File: src/rtl/captura_clave_teclado_pkg.sv
// Shared definitions for the keypad PIN capture stage and the access controller:
// key codes, PIN geometry and the capture FSM state encoding.
package captura_clave_teclado_pkg;

   localparam int TECLA_W     = 4;
   localparam int CLAVE_W     = 16;
   localparam int NUM_DIGITOS = 4;

   localparam logic [TECLA_W-1:0] TECLA_BORRAR = 4'hA;
   localparam logic [TECLA_W-1:0] TECLA_ENTER  = 4'hB;

   typedef enum logic [1:0] {
      ESPERA   = 2'd0,
      CAPTURA  = 2'd1,
      COMPLETA = 2'd2,
      ENTREGA  = 2'd3
   } estado_t;

   function automatic logic es_digito(input logic [TECLA_W-1:0] codigo);
      return (codigo <= 4'd9);
   endfunction

endpackage

File: src/rtl/captura_clave_teclado_detector_flanco.sv
// Key press edge detector: one tecla_evento per rising edge of tecla_valida.
// Optional 2-flop input synchronizer enabled with macro TECLA_SYNC_EN.
module detector_flanco_tecla
   import captura_clave_teclado_pkg::*;
(
   input  logic               clock,
   input  logic               reset,
   input  logic               tecla_valida,
   input  logic [TECLA_W-1:0] tecla_codigo,
   output logic               tecla_evento,
   output logic [TECLA_W-1:0] codigo_evento
);

   logic               valida_s;
   logic [TECLA_W-1:0] codigo_s;
   logic               tecla_prev;

`ifdef TECLA_SYNC_EN
   logic [1:0]         valida_sync;
   logic [TECLA_W-1:0] codigo_sync1;
   logic [TECLA_W-1:0] codigo_sync2;

   always_ff @(posedge clock or posedge reset) begin
      if (reset) begin
         valida_sync  <= '0;
         codigo_sync1 <= '0;
         codigo_sync2 <= '0;
      end else begin
         valida_sync  <= {valida_sync[0], tecla_valida};
         codigo_sync1 <= tecla_codigo;
         codigo_sync2 <= codigo_sync1;
      end
   end

   assign valida_s = valida_sync[1];
   assign codigo_s = codigo_sync2;
`else
   assign valida_s = tecla_valida;
   assign codigo_s = tecla_codigo;
`endif

   always_ff @(posedge clock or posedge reset) begin
      if (reset) tecla_prev <= 1'b0;
      else       tecla_prev <= valida_s;
   end

   // Held keys keep valida_s high, so only the first cycle produces an event.
   assign tecla_evento  = valida_s & ~tecla_prev;
   assign codigo_evento = codigo_s;

endmodule

File: src/rtl/captura_clave_teclado.sv
// Keypad PIN capture: assembles 4 BCD digits, delivers them on ENTER with a
// one-cycle clave_lista strobe, flags malformed or timed-out entries. Macro: TECLA_SYNC_EN.
module captura_clave_teclado
   import captura_clave_teclado_pkg::*;
#(
   parameter int TIMEOUT_CICLOS = 1000,
   parameter int CNT_W          = 10
) (
   input  logic               clock,
   input  logic               reset,
   input  logic               habilitar,
   input  logic               tecla_valida,
   input  logic [TECLA_W-1:0] tecla_codigo,
   output logic [CLAVE_W-1:0] clave_ingresada,
   output logic               clave_lista,
   output logic [2:0]         digitos,
   output logic               error_formato
);

   logic               tecla_evento;
   logic [TECLA_W-1:0] codigo_evento;

   estado_t            estado, estado_sig;
   logic [CLAVE_W-1:0] buffer, buffer_sig;
   logic [2:0]         digitos_sig;
   logic [CNT_W-1:0]   cnt, cnt_sig;
   logic [CLAVE_W-1:0] clave_sig;
   logic               lista_sig;
   logic               error_sig;

   logic               tecla_util;
   logic               cuenta_activa;
   logic               vencido;

   detector_flanco_tecla u_detector (
      .clock         (clock),
      .reset         (reset),
      .tecla_valida  (tecla_valida),
      .tecla_codigo  (tecla_codigo),
      .tecla_evento  (tecla_evento),
      .codigo_evento (codigo_evento)
   );

   // Codes 0xC-0xF are not "accepted": they neither act nor restart the timeout.
   assign tecla_util    = tecla_evento &&
                          (es_digito(codigo_evento) ||
                           codigo_evento == TECLA_BORRAR ||
                           codigo_evento == TECLA_ENTER);
   assign cuenta_activa = (estado == CAPTURA) || (estado == COMPLETA);
   assign vencido       = cuenta_activa && (cnt == CNT_W'(TIMEOUT_CICLOS - 1));

   always_ff @(posedge clock or posedge reset) begin
      if (reset) begin
         estado          <= ESPERA;
         buffer          <= '0;
         digitos         <= '0;
         cnt             <= '0;
         clave_ingresada <= '0;
         clave_lista     <= 1'b0;
         error_formato   <= 1'b0;
      end else begin
         estado          <= estado_sig;
         buffer          <= buffer_sig;
         digitos         <= digitos_sig;
         cnt             <= cnt_sig;
         clave_ingresada <= clave_sig;
         clave_lista     <= lista_sig;
         error_formato   <= error_sig;
      end
   end

   always_comb begin
      estado_sig  = estado;
      buffer_sig  = buffer;
      digitos_sig = digitos;
      cnt_sig     = cnt;
      if (!habilitar) begin
         estado_sig  = ESPERA;
         buffer_sig  = '0;
         digitos_sig = '0;
         cnt_sig     = '0;
      end else if (tecla_util) begin
         cnt_sig = '0;
         if (es_digito(codigo_evento)) begin
            if (estado != COMPLETA) begin
               buffer_sig  = {buffer[CLAVE_W-TECLA_W-1:0], codigo_evento};
               digitos_sig = digitos + 3'd1;
               estado_sig  = (digitos == 3'(NUM_DIGITOS - 1)) ? COMPLETA : CAPTURA;
            end
         end else begin
            // BORRAR and ENTER both empty the buffer; only ENTER in COMPLETA delivers.
            buffer_sig  = '0;
            digitos_sig = '0;
            estado_sig  = (codigo_evento == TECLA_ENTER && estado == COMPLETA) ? ENTREGA : ESPERA;
         end
      end else if (vencido) begin
         estado_sig  = ESPERA;
         buffer_sig  = '0;
         digitos_sig = '0;
         cnt_sig     = '0;
      end else if (estado == ENTREGA) begin
         estado_sig = ESPERA;
      end else if (cuenta_activa) begin
         cnt_sig = cnt + CNT_W'(1);
      end
   end

   always_comb begin
      clave_sig = clave_ingresada;
      lista_sig = 1'b0;
      error_sig = 1'b0;
      if (habilitar) begin
         if (tecla_util) begin
            if (es_digito(codigo_evento)) begin
               error_sig = (estado == COMPLETA);
            end else if (codigo_evento == TECLA_ENTER) begin
               if (estado == COMPLETA) begin
                  clave_sig = buffer;
                  lista_sig = 1'b1;
               end else begin
                  error_sig = 1'b1;
               end
            end
         end else if (vencido) begin
            error_sig = 1'b1;
         end
      end
   end

endmodule

File: config.mk
export PLATFORM = sky130hd
export DESIGN_NAME = captura_clave_teclado
export DESIGN_NICKNAME = d
export VERILOG_FILES = /design/src/rtl/captura_clave_teclado_pkg.sv /design/src/rtl/captura_clave_teclado_detector_flanco.sv /design/src/rtl/captura_clave_teclado.sv
export SDC_FILE = /design/constraint.sdc
export NUM_CORES = 1
export LEC_CHECK = 0
export CORE_MARGIN = 3
export CORE_UTILIZATION = 50
export DETAILED_ROUTE_END_ITERATION = 7
export PLACE_DENSITY = 0.73
export SKIP_CTS_REPAIR_TIMING = 1
export SLEW_MARGIN = 40
export SYNTH_ARGS = -nofsm -noshare
export SYNTH_HDL_FRONTEND = slang
export SYNTH_SLANG_ARGS = --single-unit
File: constraint.sdc
create_clock -name clock -period 2.2 [get_ports clock]
set_input_delay 0.44 -clock clock [delete_from_list [all_inputs] [get_ports clock]]
set_output_delay 0.44 -clock clock [all_outputs]
set_load 0.01 [all_outputs]
# Word level (Yosys, flattened, before mapping)
# Cells that the tools add are included.
# totals
in_bits,8
ff_bits,50
out_inout_bits,21
elab_cells,71
# classes
reduce_logical,10
order_cmp,1
bitwise_logic,3
addsub,2
n_eq_ne,13
mux,34
# ops
cell,n
2-to-1 mux 16 bit,5
2-to-1 mux 10 bit,5
2-to-1 mux 2 bit,8
2-to-1 mux 3 bit,5
2-to-1 mux 1 bit,11
"adder 10 x 1 -> 10 bit, second input constant",1
"equality test 10 bit, second input constant",1
"equality test 4 bit, second input constant",2
"inequality test 4 x 1 -> 1 bit, second input constant",2
AND reduction 2 bit,3
AND reduction 5 bit,1
"equality test 2 bit, second input constant",2
"less-or-equal comparator 4 bit, second input constant",1
"inequality test 4 x 3 -> 1 bit, second input constant",1
"inequality test 4 bit, second input constant",1
"adder 3 x 1 -> 3 bit, second input constant",1
"equality test 3 x 2 -> 1 bit, second input constant",1
logical AND 1 bit,3
logical OR 1 bit,3
"inequality test 3 x 1 -> 1 bit, second input constant",1
"equality test 2 x 1 -> 1 bit, second input constant",1
"inequality test 2 bit, second input constant",1
inverter 1 bit,2
AND 1 bit,1

# Depth between registers and ports, before layout
# Gate-level depths: netlist of the first run.
# depth
ltp_word,7
mapped_depth,7
mapped_depth_nobuf,6

# By module
# Synthesis of the first run repeated with hierarchy kept, for this count alone.
# unflattened
cells_unflattened,171
hier_area_um2,2230.9
# modules_own_cells
mod,cells_per_inst,area_per_inst_um2,instances,seq_area_each_um2
captura_clave_teclado,164,2158.3,1,1226.2
detector_flanco_tecla,7,72.6,1,25.0

# Worst setup path after synthesis of the first run
# No wires, ideal clock.
# synth_path
path_type,flip-flop to flip-flop
start,register estado[0]
end,register estado[1]
arrival_time_ns,1.806
required_ns,2.073
n_path_buf,0
period_less_slack_ns,1.934
stages_incl_launch_ff,7
setup_time_ns,0.127
slack_ns,0.266
cell_sequence,dfrtp_1 > inv_1 > ha_1 > nand4bb_1 > nor4b_4 > o31a_1 > mux2_1
# synth_via
elab_chain_len,6
word_cells_on_any_way,15
classes_between,eq/ne (6); mux (5); reduce/logical (4)
# synth_lines
item,line,source
from (decl),captura_clave_teclado.sv:23,"estado_t estado, estado_sig;"
from (signal assigned),captura_clave_teclado.sv:62,estado <= estado_sig;
equality test 2 bit or equality test 2 x 1 -> 1 bit (tied branches),"captura_clave_teclado.sv:49, captura_clave_teclado.sv:94",
logical AND 1 bit or logical OR 1 bit (tied branches),"captura_clave_teclado.sv:94, captura_clave_teclado.sv:49",
2-to-1 mux 2 bit or logical AND 1 bit (tied branches),"captura_clave_teclado.sv:94, captura_clave_teclado.sv:50",
"2-to-1 mux 2 bit, on equally long branches","captura_clave_teclado.sv:84, captura_clave_teclado.sv:96",
2-to-1 mux 2 bit,captura_clave_teclado.sv:82,end else if (tecla_util) begin
2-to-1 mux 2 bit,captura_clave_teclado.sv:77,if (!habilitar) begin
# Several ways; a longest one is shown, not always the timed one.
# A chain may end at the register's enable or synchronous reset.

# Worst setup path in the final report of the first run
# Same ends and word-level chain as after synthesis.

==> results.txt, run 1 <==
----------------------------------------------------
[Status]
  Outcome ... complete, no violations

[Cells and area]
  Final nets ... 227
  Filler Cells Inserted ... 308
  Area of the multi-input gates ... 893 µm²
  Final core utilization ... 66.6%
  Number of inserted diodes ... 0
  Commonest non-fill, non-tap cell in the layout ... sky130_fd_sc_hd__dfrtp_1
  Layout-stage area growth over the synthesis result ... 24.3%
  Most used cells in the layout excluding fill and tap cells ... sky130_fd_sc_hd__dfrtp_1, sky130_fd_sc_hd__clkdlybuf4s50_1, sky130_fd_sc_hd__a22o_1, sky130_fd_sc_hd__mux2_2, sky130_fd_sc_hd__buf_4
  Fraction of layout instances using a drive strength above 1 ... 20.1%
  Area taken by flip-flops and latches ... 1250 µm²
  Count of non-filler cells in the finished layout ... 264

[Detailed routing]
  Via Count ... 1547
  DRC viols ... 0
  Antenna violation net count after detailed routing ... 0
  Average routed wire per standard cell ... 16.5 µm
  Router iterations before antenna repair ... 4
  Vias/cell ... 5.86
  Total wire length ... 4360 µm
  Initial DRC Count ... 121

[Pwr]
  Leakage power of the design ... 1.28 nW
  Power Dens Cells ... 626 nW/µm²
  Largest voltage drop on the vdd net ... 376 µV

[Die]
  Die footprint ... 5240 µm²
  Width of the chip ... 72.4 µm
  Height of the die ... 72.4 µm
  IO Pins ... 29
  Effective utilization at floorplan ... 53.6%
  Num rows ... 23
  Core area ... 4120 µm²

[Global routing]
  Vias in the first global route ... 1639
  Global router's overall resource usage ... 18.6%
  Global-route wire length before repair ... 7670 µm
  Overflow left after global routing ... 0
  Largest net degree at the start of global routing ... 51
  Initial antenna violation count ... 0

[Timing]
  Slew of the pin with the lowest slew margin ... 0.404 ns
  RSZ-0062 raised after global routing ... no
  Minimum setup slack in the final design ... 0.148 ns
  Clock period minus final worst setup slack ... 2.05 ns
  Hold violation total from the final report ... 0
  Count of pins over their slew limit ... 0
  Share of the cycle needed by the critical path after routing ... 93.3%
  Worst slew margin relative to its limit ... 72.9%
  Maximum operating frequency ... 0.487 GHz
  Final setup violation count ... 0
  Setup TNS ... 0 ns
  Max Clock Skew ... 0.00496 ns

[Critical path]
  Required time at the endpoint of the critical path ... 2.38 ns
  WS Path Type ... flip-flop to flip-flop
  Critical Path Start Type ... flip-flop
  Crit. End Element ... flip-flop
  Maximum net fanout on the critical path ... 4
  Worst endpoint data arrival time ... 2.24 ns

[Clock tree]
  Clock latency of the later-clocked register in the worst-skew pair ... 0.30 ns
  H-tree depth reported by CTS ... 2
  CTS tree ... built
  Sinks on the clock net ... 50
  Clock slew at the register clock pins of the worst setup and hold paths ... 0.08 ns
  Clock root cell ... sky130_fd_sc_hd__clkbuf_8
  Total CTS buffers ... 5
  Maximum clock path buffer count ... 2

[Yosys]
  Post-synth ARST share ... 100%
  Cell count after synthesis ... 171
  Post-synthesis instance area ... 2200 µm²
  Largest cells by area after synthesis ... sky130_fd_sc_hd__dfrtp_1, sky130_fd_sc_hd__mux2_2, sky130_fd_sc_hd__a22o_1
  Flops & latches, synth ... 50
  Sequential element share of the synthesized area ... 56.8%
  Number of warnings issued by yosys ... 0
  Top flip-flop cell by instance count after synthesis ... sky130_fd_sc_hd__dfrtp_1
  Post-Synthesis Net Count ... 184
  Count of flip-flops with a built-in enable after synthesis ... 0
  Number of unique standard cell types used by synthesis ... 42
  Dominant cell type by area after synthesis ... sky130_fd_sc_hd__dfrtp_1
  Yosys top cell area share ... 56.8%
  Synth Area per Inst ... 12.9 µm²

[Place]
  Pre-CTS worst setup slack ... -0.0261 ns
  Estimated wirelength of the detail-placed design ... 3110 µm
  RePlAce Congestion ... 0.823
  Placed cell count ... 257
  Port-buffer cells ... 28

[Job]
  # Max-Cap Violations ... 0

[Hold path]
  Type of the tightest min-delay check ... input port to asynchronous set/reset pin

----------------------------------------------------
-- layer usage --
layer | share of wire (%) | routed length (µm) | GRT usage, %
met1 | 43 | 1860 | 22.9
met4 | 1.8 | 80 | 9.22
met5 | 0 | 0 | 0
met3 | 2.8 | 123 | 3.46
met2 | 53 | 2290 | 31.4
-- power breakdown --
part / internal (mW) / switching, mW / total, mW
registers: 0.929 / 0.00920 / 0.939
logic: 0.0568 / 0.0718 / 0.129
clock network: 0.364 / 0.285 / 0.649
total: 1.35 / 0.366 / 1.72
-- stage by stage --
stage	area (µm²)	total power, mW	hold slack [ns]
after floorplan	2200	1.03	0.469
after global placement	2630	1.08	0.485
after detailed placement	2630	1.09	0.496
after CTS	2740	1.74	0.498
after global routing	2740	1.79	0.527
final	2740	1.72	0.493
-- synth_stat cells, drive strengths merged, types with 2 or more instances --
master and n:
dfrtp 50, nand4bb 2, nor2b 2, nand4 2
or3 3, o31ai 4, a22o 18, nand2 5
mux2 20, or4 4, nor3 4, a211oi 2
buf 4, o21ai 5, nor2 4, inv 8
ha 5, nand3 4, a21o 2, a21oi 7
-- worst paths after layout --
kind / start / endpoint / slack (ns) / cells past startpoint
hold reg to reg: clave_ingresada[6] / clave_ingresada[6] / 0.51 / 1
setup reg to reg: estado[0] / estado[1] / 0.15 / 6
max in group asynchronous: reset / clave_ingresada[2] / 1.49 / 3
min in group clock: clave_ingresada[6] / clave_ingresada[6] / 0.51 / 1
setup / recovery: estado[0] / estado[1] / 0.15 / 6
hold / removal: reset / clave_ingresada[1] / 0.49 / 3
-- critical path, stage by stage, from the launching register on --
cell and delay, ns:
sky130_fd_sc_hd__dfrtp_1 0.38, sky130_fd_sc_hd__inv_1 0.05, sky130_fd_sc_hd__ha_1 0.31, sky130_fd_sc_hd__nand4bb_1 0.25
sky130_fd_sc_hd__nor4b_4 0.41, sky130_fd_sc_hd__o31a_1 0.21, sky130_fd_sc_hd__mux2_1 0.33
-- sequential cells by signal, indices dropped and copies added (netlist names) --
signal	flops
buffer	16
estado	2
cnt	10
u_detector.tecla_prev	1
clave_ingresada	16
error_formato	1
clave_lista	1
digitos	3
-- cells by family after synthesis --
family	share of synthesized area [%]
flip-flops	56.8
AO/OA/AOI/OAI	14.9
AND/OR/NAND/NOR	11.7
multiplexers	10.7
buffers and inverters	2.72
adder cells (fa/ha/maj)	2.84
XOR/XNOR	0.397
-- cell type report --
type                       instances  area share, %
clock inverter                     1           1.10
timing repair buffer              41           14.2
clock buffer                       6           3.01
inverter                           8           1.10
tap                               50           2.28
sequential                        50           45.7
multi-input combinational        108           32.6
Power figures use the tool's default switching activity.
==> run 2, diff against run 1 <==
CORE_UTILIZATION = 30   (was 50)
PLACE_DENSITY = unset   (was 0.73)
==> results.txt, run 2 (same netlist as run 1, synthesis figures left out) <==
----------------------------------------------------
[Die]
  Height of the die ... 91.7 µm
  Num rows ... 30
  IO Pins ... 29
  Die footprint ... 8410 µm²
  Width of the chip ... 91.7 µm
  Core area ... 6940 µm²
  Effective utilization at floorplan ... 31.7%

[Timing]
  Final setup violation count ... 0
  Count of pins over their slew limit ... 0
  Max Clock Skew ... 0.00908 ns
  Setup TNS ... 0 ns
  Hold violation total from the final report ... 0
  Worst slew margin relative to its limit ... 76.7%
  Clock period minus final worst setup slack ... 2.01 ns
  Maximum operating frequency ... 0.497 GHz
  RSZ-0062 raised after global routing ... no
  Share of the cycle needed by the critical path after routing ... 91.4%
  Slew of the pin with the lowest slew margin ... 0.348 ns

[Pwr]
  Power Dens Cells ... 578 nW/µm²
  Switch share ... 23.2%
  Leakage power of the design ... 1.29 nW
  Net switching component of the power ... 0.379 mW
  Flop pwr share ... 57.6%
  Largest voltage drop on the vdd net ... 266 µV
  PnR Total Power ... 1.63 mW
  Portion of total power attributed to combinational logic ... 8.2%
  Share of power burned in the clock network ... 34.2%
  Int Power ... 1.25 mW

[Critical path]
  FF-to-FF Start ... estado[0]
  Critical Path Max Stage Delay ... 0.38 ns
  Crit. End Element ... flip-flop
  R2R Setup Slk ... 0.19 ns
  WS Path Type ... flip-flop to flip-flop
  Worst R2R Path Depth ... 7
  Cells traversed along the worst timing path ... inv_1 > ha_1 > nand4bb_1 > nor4b_4 > buf_4 > nor3_1 > o32a_1
  Worst setup path startpoint ... estado[0]
  Slowest CP cell ... sky130_fd_sc_hd__dfrtp_1
  Critical Path Start Type ... flip-flop
  Endpoint of the most critical setup path ... estado[0]
  Maximum net fanout on the critical path ... 5
  Endpoint of the worst register-to-register path ... estado[0]
  Worst endpoint data arrival time ... 2.20 ns
  Required time at the endpoint of the critical path ... 2.38 ns

[Cells and area]
  Filler Cells Inserted ... 661
  Number of inserted diodes ... 0
  Most used cells in the layout excluding fill and tap cells ... sky130_fd_sc_hd__dfrtp_1, sky130_fd_sc_hd__clkdlybuf4s50_1, sky130_fd_sc_hd__a22o_1, sky130_fd_sc_hd__mux2_2, sky130_fd_sc_hd__buf_4
  Layout-stage area growth over the synthesis result ... 27.8%
  Top Registers ... buffer x16, clave_ingresada x16, cnt x10
  Commonest non-fill, non-tap cell in the layout ... sky130_fd_sc_hd__dfrtp_1
  Fraction of layout instances using a drive strength above 1 ... 20.8%
  Final nets ... 228

[Global routing]
  M2 GR Usage ... 16.1%
  Vias in the first global route ... 1491
  GR met1 Demand/Resource ... 14.8%
  Global-route wire length before repair ... 7320 µm
  Overflow left after global routing ... 0
  Highest-utilization routing layer at the global route stage ... met2
  Largest net degree at the start of global routing ... 51
  Met3 global-route usage ... 2.54%
  Initial antenna violation count ... 0
  Global router's overall resource usage ... 10.6%

[Detailed routing]
  Initial DRC Count ... 84
  Via Count ... 1495
  Router iterations before antenna repair ... 4
  Total wire length ... 4090 µm
  DRC viols ... 0
  Average routed wire per standard cell ... 13.1 µm
  Vias/cell ... 4.79
  Antenna violation net count after detailed routing ... 0

[Clock tree]
  Sinks on the clock net ... 50
  Total CTS buffers ... 5
  CTS tree ... built
  Clock root cell ... sky130_fd_sc_hd__clkbuf_8
  Clock slew at the register clock pins of the worst setup and hold paths ... 0.09 ns
  H-tree depth reported by CTS ... 2
  Clock latency of the later-clocked register in the worst-skew pair ... 0.30 ns
  Maximum clock path buffer count ... 2

[Hold path]
  Type of the tightest min-delay check ... input port to asynchronous set/reset pin

[Place]
  Estimated wirelength of the detail-placed design ... 3000 µm
  Port-buffer cells ... 28
  RePlAce Congestion ... 0.827

[Status]
  Outcome ... complete, no violations

[Job]
  # Max-Cap Violations ... 0

----------------------------------------------------
run 2: cell count changes in the layout (fill, tap and decap cells not counted), sizes merged:
| cell | delta |
|---|---|
| clkinv | +2 |
| buf | +1 |
| bufinv | -1 |
run 2: how the worst min path moves through the flow:
stage          cells after the start       start          to
6_report                           3       reset  digitos[0]
5_1_grt                            1  buffer[15]  buffer[15]
4_1_cts                            3       reset  digitos[1]
3_5_place_dp                       1  buffer[15]  buffer[15]
3_3_place_gp                       1  buffer[13]  buffer[13]
2_1_floorplan                      1  buffer[12]  buffer[12]
run 2: stage by stage:
step           instance area [µm²]  instances  util [%]  worst slack [ns]  hold slack [ns]
3_3_place_gp                  2720        304      39.1            0.0574            0.487
5_1_grt                       2820        312      40.6            0.0623            0.523
6_report                      2820        312      40.6             0.188            0.507
3_5_place_dp                  2720        304      39.1            0.0122            0.492
4_1_cts                       2820        312      40.6             0.166            0.505
2_1_floorplan                 2200        171         -             0.266            0.469
run 2: routing by layer:
metal / vias to the layer above / share of wire, %
li1: 727 / -
met1: 743 / 50
met2: 21 / 46
met3: 4 / 2.6
met4: 0 / 1.3
met5: - / 0
run 2: final cells by class:
type / count / area [µm²] / share of cell area, %
multi-input combinational: 108 / 893 / 31.7
timing repair buffer: 42 / 423 / 15.0
sequential: 50 / 1250 / 44.4
clock buffer: 6 / 82.6 / 2.93
inverter: 8 / 30.0 / 1.07
tap: 96 / 120 / 4.26
clock inverter: 2 / 17.5 / 0.622
run 2: worst max-delay path, delay by kind of cell, from the launching register on:
| family | cells | cell delay [ns] |
|---|---|---|
| fa+ha+maj | 1 | 0.30 |
| flops | 1 | 0.38 |
| buf+inv | 2 | 0.26 |
| compound gates | 1 | 0.32 |
| simple gates | 3 | 0.65 |
run 2: power by group through the flow:
stage	Sequential [mW]	Combinational (mW)	Clock, mW
finish	0.939	0.133	0.557
global placement	0.957	0.135	0
floorplan	0.956	0.0708	0
global route	0.941	0.148	0.622
CTS	0.939	0.135	0.585
detailed placement	0.957	0.135	0
==> run 3, diff against run 2 <==
CORE_ASPECT_RATIO = 1.75   (was unset)
==> results.txt, run 3 (same netlist as run 1, synthesis figures left out) <==
----------------------------------------------------
[Place]
  Placed cell count ... 290
  RePlAce Congestion ... 0.809
  Estimated wirelength of the detail-placed design ... 3250 µm
  Port-buffer cells ... 28

[Critical path]
  Worst setup path startpoint ... estado[0]
  Critical Path Start Type ... flip-flop
  FF-to-FF Start ... estado[0]
  Worst R2R Path Depth ... 7
  WS Path Type ... flip-flop to flip-flop
  Maximum net fanout on the critical path ... 4
  Slowest CP cell ... sky130_fd_sc_hd__nor4b_4
  Worst endpoint data arrival time ... 2.25 ns
  Critical Path Max Stage Delay ... 0.40 ns
  Crit. End Element ... flip-flop
  Cells traversed along the worst timing path ... inv_1 > ha_1 > nand4bb_1 > nor4b_4 > buf_4 > nor3_1 > o32a_1
  Required time at the endpoint of the critical path ... 2.37 ns

[Clock tree]
  Clock slew at the register clock pins of the worst setup and hold paths ... 0.07 ns
  H-tree depth reported by CTS ... 2
  Clock latency of the later-clocked register in the worst-skew pair ... 0.29 ns
  Sinks on the clock net ... 50
  Maximum clock path buffer count ... 2
  Total CTS buffers ... 5
  Clock root cell ... sky130_fd_sc_hd__clkbuf_16
  CTS tree ... built

[Detailed routing]
  DRC viols ... 0
  Initial DRC Count ... 73
  Antenna violation net count after detailed routing ... 0
  Via Count ... 1526
  Total wire length ... 4450 µm
  Vias/cell ... 5.12
  Router iterations before antenna repair ... 4
  Average routed wire per standard cell ... 14.9 µm

[Global routing]
  Global router's overall resource usage ... 12.1%
  Global-route wire length before repair ... 8020 µm
  Initial antenna violation count ... 0
  Overflow left after global routing ... 0
  Vias in the first global route ... 1631
  Largest net degree at the start of global routing ... 51

[Pwr]
  Largest voltage drop on the vdd net ... 433 µV
  Leakage power of the design ... 1.31 nW
  Power Dens Cells ... 655 nW/µm²

[Cells and area]
  Area of the multi-input gates ... 893 µm²
  Top Registers ... buffer x16, clave_ingresada x16, cnt x10
  Layout-stage area growth over the synthesis result ... 29.6%
  Commonest non-fill, non-tap cell in the layout ... sky130_fd_sc_hd__dfrtp_1
  Area taken by flip-flops and latches ... 1250 µm²
  Filler Cells Inserted ... 683
  Fraction of layout instances using a drive strength above 1 ... 20.1%
  Count of non-filler cells in the finished layout ... 298
  Number of inserted diodes ... 0
  Most used cells in the layout excluding fill and tap cells ... sky130_fd_sc_hd__dfrtp_1, sky130_fd_sc_hd__clkdlybuf4s50_1, sky130_fd_sc_hd__a22o_1, sky130_fd_sc_hd__mux2_2, sky130_fd_sc_hd__buf_4
  Final nets ... 226

[Die]
  Core area ... 7010 µm²
  IO Pins ... 29
  Width of the chip ... 70.8 µm
  Effective utilization at floorplan ... 31.5%
  Height of the die ... 119 µm
  Die footprint ... 8450 µm²
  Num rows ... 40

[Status]
  Outcome ... complete, no violations

[Timing]
  Clock period minus final worst setup slack ... 2.08 ns
  Maximum operating frequency ... 0.481 GHz
  Share of the cycle needed by the critical path after routing ... 94.5%
  Count of pins over their slew limit ... 0
  Slew of the pin with the lowest slew margin ... 0.391 ns
  Worst slew margin relative to its limit ... 73.8%
  Final setup violation count ... 0
  Max Clock Skew ... 0.00819 ns
  Setup TNS ... 0 ns
  Hold violation total from the final report ... 0
  RSZ-0062 raised after global routing ... no

[Hold path]
  Type of the tightest min-delay check ... input port to asynchronous set/reset pin

[Job]
  # Max-Cap Violations ... 0

----------------------------------------------------
[run 3: cell types whose count changed in the layout (fill, tap and decap cells not counted), sizes merged]
cell	before	now
buf	14	12
[run 3: layout make-up]
cell class | count | share of cell area (%)
tap | 84 | 3.68
sequential | 50 | 43.8
clock buffer | 6 | 4.86
inverter | 8 | 1.05
clock inverter | 2 | 0.613
timing repair buffer | 40 | 14.7
multi-input combinational | 108 | 31.3
[run 3: worst max-delay path: cells and delay by family (launching register included)]
kind,cells,cell delay (ns)
AO/OA/AOI/OAI,1,0.32
AND/OR/NAND/NOR,3,0.71
buffers and inverters,2,0.26
adder cells (fa/ha/maj),1,0.31
flip-flops,1,0.37
[run 3: metrics by stage]
step	hold slack, ns	total power, mW	setup slack [ns]	area [µm²]	util [%]
floorplan	0.469	1.03	0.266	2200	-
global placement	0.485	1.09	0.0374	2700	38.5
detailed placement	0.494	1.09	0.0116	2700	38.5
CTS	0.509	1.91	0.0918	2860	40.8
global route	0.524	1.97	0.00526	2860	40.8
finish	0.497	1.87	0.121	2860	40.8
[run 3: layer usage]
layer | GRT usage [%] | wire [µm] | vias up
met1 | 13.3 | 1790 | 772
met4 | 4.59 | 84 | 0
li1 | - | - | 726
met3 | 2.62 | 135 | 6
met5 | 0 | 0 | -
met2 | 22.1 | 2440 | 22
[run 3: worst paths after layout]
kind	endpoint	slack [ns]
worst max-delay path	estado[0]	0.12
worst min-delay path	clave_ingresada[0]	0.50
worst max register to register	estado[0]	0.12
worst min register to register	buffer[13]	0.50
max in group asynchronous	cnt[7]	1.45
min in group clock	buffer[13]	0.50
[run 3: where the power goes]
group	leakage (nW)	total (mW)	internal (mW)	switching, mW
sequential	0.693	0.940	0.930	0.00967
combinational	0.539	0.135	0.0623	0.0723
clock	0.0770	0.796	0.457	0.339
